[config.mk]
export PLATFORM = sky130hd
export DESIGN_NAME = updown_counter_param
export DESIGN_NICKNAME = d
export VERILOG_FILES = /design/src/rtl/updown_counter_param.sv
export SDC_FILE = /design/constraint.sdc
export NUM_CORES = 1
export LEC_CHECK = 0
export CAP_MARGIN = 10
export CORE_MARGIN = 3
export CORE_UTILIZATION = 35
export DETAILED_ROUTE_END_ITERATION = 12
export PLACE_DENSITY = 0.65
export SETUP_SLACK_MARGIN = 0.15
export SYNTH_ARGS = -nofsm -noshare
export SYNTH_HDL_FRONTEND = slang
export SYNTH_SLANG_ARGS = --single-unit
[constraint.sdc]
create_clock -name clk -period 2 [get_ports clk]
set_input_delay 0.3 -clock clk [delete_from_list [all_inputs] [get_ports clk]]
set_output_delay 0.3 -clock clk [all_outputs]
set_load 0.05 [all_outputs]
[src/rtl/updown_counter_param.sv]
// -----------------------------------------------------------------------------
// updown_counter_param
//
// Parametrised up/down event/timer counter with wrap or saturate behaviour at
// the count boundaries, synchronous parallel load, count enable, a registered
// one-cycle terminal-count pulse and a sticky overflow flag.
//
// Parameters
//   WIDTH    counter width in bits (2..32)
//   MAX_VAL  highest count value (1..2**WIDTH-1); count range is 0..MAX_VAL
//   RST_VAL  value of cnt after reset (<= MAX_VAL)
//
// Ports
//   clk       in   rising-edge clock
//   rest      in   asynchronous active-high reset
//   en        in   count enable, one step per cycle
//   load      in   synchronous parallel load strobe (beats en)
//   load_val  in   value to load, clamped to MAX_VAL
//   dir       in   0 = count up, 1 = count down
//   sat       in   0 = wrap at boundary, 1 = hold at boundary
//   clr_ovf   in   synchronous clear of ovf
//   cnt       out  registered count
//   tc        out  registered one-cycle terminal-count pulse
//   ovf       out  sticky boundary-event flag
//   at_zero   out  cnt == 0 (combinational decode of cnt)
//   at_max    out  cnt == MAX_VAL (combinational decode of cnt)
//
// There is no handshake: every control input is sampled on every rising
// edge, and the outputs are valid every cycle.
// -----------------------------------------------------------------------------
module updown_counter_param #(
  parameter int unsigned      WIDTH   = 4,
  parameter longint unsigned  MAX_VAL = (64'd1 << WIDTH) - 64'd1,
  parameter longint unsigned  RST_VAL = MAX_VAL
) (
  input  logic             clk,
  input  logic             rest,
  input  logic             en,
  input  logic             load,
  input  logic [WIDTH-1:0] load_val,
  input  logic             dir,
  input  logic             sat,
  input  logic             clr_ovf,
  output logic [WIDTH-1:0] cnt,
  output logic             tc,
  output logic             ovf,
  output logic             at_zero,
  output logic             at_max
);

  // Bounds in both the count width and the one-bit-wider arithmetic width.
  localparam logic [WIDTH:0]   max_ext = MAX_VAL[WIDTH:0];
  localparam logic [WIDTH-1:0] max_cnt = MAX_VAL[WIDTH-1:0];
  localparam logic [WIDTH-1:0] rst_cnt = RST_VAL[WIDTH-1:0];
  localparam logic [WIDTH:0]   one_ext = {{WIDTH{1'b0}}, 1'b1};

  logic [WIDTH-1:0] cnt_q;
  logic             tc_q;
  logic             ovf_q;

  logic [WIDTH:0]   cnt_ext;
  logic [WIDTH:0]   up_ext;
  logic [WIDTH:0]   load_ext;
  logic             up_bnd;
  logic             dn_bnd;
  logic             bnd_evt;
  logic [WIDTH-1:0] cnt_d;

  // Arithmetic is carried out one bit wider than the count so that an
  // increment from MAX_VAL = 2**WIDTH-1 is seen as exceeding the bound
  // instead of silently rolling over.
  assign cnt_ext  = {1'b0, cnt_q};
  assign up_ext   = cnt_ext + one_ext;
  assign load_ext = {1'b0, load_val};

  assign up_bnd  = (up_ext > max_ext);
  assign dn_bnd  = (cnt_q == '0);
  assign bnd_evt = en && !load && (dir ? dn_bnd : up_bnd);

  always_comb begin
    cnt_d = cnt_q;
    if (load) begin
      cnt_d = (load_ext > max_ext) ? max_cnt : load_val;
    end else if (en) begin
      if (dir) begin
        if (!dn_bnd)   cnt_d = cnt_q - 1'b1;
        else if (!sat) cnt_d = max_cnt;
      end else begin
        if (!up_bnd)   cnt_d = up_ext[WIDTH-1:0];
        else if (!sat) cnt_d = '0;
      end
    end
  end

  always_ff @(posedge clk or posedge rest) begin
    if (rest) begin
      cnt_q <= rst_cnt;
      tc_q  <= 1'b0;
      ovf_q <= 1'b0;
    end else begin
      cnt_q <= cnt_d;
      // tc is a pure function of this edge's boundary event, so load and
      // hold cycles clear it automatically.
      tc_q  <= bnd_evt;
      // A boundary event on the same edge as clr_ovf keeps the flag set.
      if (bnd_evt)      ovf_q <= 1'b1;
      else if (clr_ovf) ovf_q <= 1'b0;
    end
  end

  assign cnt     = cnt_q;
  assign tc      = tc_q;
  assign ovf     = ovf_q;
  assign at_zero = (cnt_q == '0);
  assign at_max  = (cnt_q == max_cnt);

endmodule

==> metrics.txt <==
result of the run finished, final reports clean; detail-routed via count per cell roughly 5.6; number of unique standard cell types used by synthesis 36; start point of the critical path cnt[0]; combined area of all synthesized cells around 560 sq um; proportion of layout cells with a drive suffix above 1 37.0%; detailed-route DRC error count 0; maximum fanout encountered on the critical timing path 4; worst slew pin tran about 0.5 ns; number of buffers inserted during clock tree synthesis 3; fraction of the cycle the final worst path needs a little over nine tenths; area growth from synthesis to layout 60.4%; row count 13; final weighted congestion in routability-driven placement about 0.88; endpoint class of the critical path register; hold violation total from the final report 0; IO Port Bufs 18; count of final setup violators 0; number of fill cells 120; RSZ-0062 raised after global routing yes; Reg area ~160 sq um; final worst setup slack 0.0988 ns; final clock skew around 0.0056 ns; number of vias in the routed layout roughly 600; top library cells by usage in the layout, fill and taps aside 14 x buf_4, 12 x clkdlybuf4s50_1, 6 x nand2_1; post-DP HPWL 1150 um; type of origin of the critical path register; CTS tree built; syn_nets a little under 80; Worst R2R Path Depth 7; Post-Route Utilization between 60% and 70%; syn avg cell area 8.64 sq um; synthesized instance count between 60 and 70; maximum number of pins on one net before global-route repair 14; iteration-0 DRC count of the detailed router 14; setup slack of the most critical reg-to-reg path between 0.09 and 0.1 ns; largest voltage drop on the vdd net 0.496 mV; Seq cells post-synth 6; worst setup path endpoint cnt[3]; routed len/inst around 14 um; area used by multi-input combinational logic about 430 sq um; number of diodes added for antenna fixing 0; power density of the placed cells between 700 and 800 nW/um^2; worst endpoint required time 2.16 ns; global-route wire length before repair 2500 um; Worst-Skew Late Latency 0.25 ns; Initial Utilization 40.2%; wire length after detailed routing between 1500 and 2000 um; number of synthesized flops with an enable pin 0; arrival time at the worst endpoint 2.07 ns; slew margin rel. between 60% and 70%; cell leakage power ~0.0004 uW; number of detailed-route iterations in the first pass 4; IO Pins 19; initial antenna violation count 0; floorplan die area between 2000 and 2500 sq um; Tightest Hold Check Type in2async; total routing usage reported by global routing between 10% and 20%; post-route ant nets 0; most common cell after layout, fill and taps aside buf_4; area of the core approximately 1400 sq um; Seq/Total Area, Yosys between 20% and 30%; total power consumption of the routed design 639 uW; pre-CTS setup slack between 0.07 and 0.08 ns; post-route minimum period between 1.5 and 2 ns; number of nets at the end of the flow 107; Primary FF master, synth dfstp_2; Overflow after GRT 0; reg-to-reg critical path endpoint cnt[3]; final max-slew violation count 0; worst reg2reg path startpoint cnt[0]; clock edge transition at the registers on the reported setup and hold paths roughly 0.05 ns; Fmax ~0.53 GHz; count of clock tree sinks 6; chip width around 46 um; total of hold buffers inserted after clock tree synthesis 0; maximum count of clock buffers along a single path 2; number of max-cap violations 0; H-tree depth 1; yosys synthesis warning count 0; asr flop ratio synth 100%; Die Y 46.1 um; type of the worst setup path reg2reg; buffer cell driving the clock tree root clkbuf_4; via count of the first global-routing pass 561
==> registers in the layout, summed over array words and instances, names as in the netlist <==
register	count
cnt	4
ovf	1
tc	1
==> cell type report <==
type,instances,area share (%)
clock buffer,4,2.92
multi-input combinational,49,47.8
tap,15,2.08
inverter,6,2.78
sequential,6,17.2
timing repair buffer,27,27.2
==> worst min path at each step <==
stage / slack, ns / to
finish: 0.26 / ovf
global route: 0.28 / ovf
CTS: 0.26 / ovf
detailed placement: 0.47 / ovf
global placement: 0.46 / ovf
floorplan: 0.09 / ovf
==> worst max-delay path, stage by stage (launching register included) <==
cell       delay [ns]
dfstp_2          0.58
inv_4            0.07
ha_4             0.28
nand4bb_4        0.13
o311ai_4         0.30
a21boi_2         0.14
o311a_1          0.13
o31ai_2          0.18
==> metal layers <==
metal	part of all wire (%)	global-route usage [%]
met5	0	0
met1	44	21.9
met2	47	25.5
met4	1.0	5.11
met3	7.7	5.86
==> Yosys cell counts, types with 2 or more instances <==
cell / instances / area (sq um)
nand2_1: 6 / 22.5
o21ai_0: 6 / 30.0
dfstp_2: 4 / 105
inv_1: 4 / 15.0
a21oi_1: 3 / 15.0
ha_1: 3 / 37.5
nor2_1: 3 / 11.3
buf_2: 2 / 10.0
dfrtp_1: 2 / 50.1
inv_2: 2 / 7.51
mux2i_1: 2 / 20.0
nand4bb_1: 2 / 22.5
nor3b_1: 2 / 15.0
xor2_1: 2 / 17.5
==> cell families (layout without fill, tap and decap cells) <==
group / Yosys count / in the layout / share of synthesized area (%)
compound gates: 21 / 21 / 26.7
simple gates: 21 / 21 / 23.8
buf+inv: 10 / 37 / 8.46
flops: 6 / 6 / 27.6
fa+ha+maj: 3 / 3 / 6.68
xor+xnor: 2 / 2 / 3.12
mux: 2 / 2 / 3.56
==> metrics by stage <==
step | cells | area (sq um) | TNS [ns] | hold slack (ns)
after floorplan | 65 | 628 | -0.253 | 0.0881
after global placement | 98 | 823 | 0 | 0.459
after detailed placement | 98 | 823 | 0 | 0.471
after CTS | 106 | 893 | 0 | 0.256
after global routing | 107 | 901 | 0 | 0.281
final | 107 | 901 | 0 | 0.258
==> power by group <==
group | internal, uW | leakage (uW) | switching [uW]
Clock | 76.0 | 0.0000150 | 50.8
Sequential | 144 | 0.0000697 | 23.3
Combinational | 161 | 0.000314 | 183
==> timing repair <==
action	in CTS	in global routing
pin swaps	3	1
buffers inserted	4	1
resized for setup	4	0
setup endpoints to repair	4	5
Note: power is estimated with default switching activity, not from simulation.
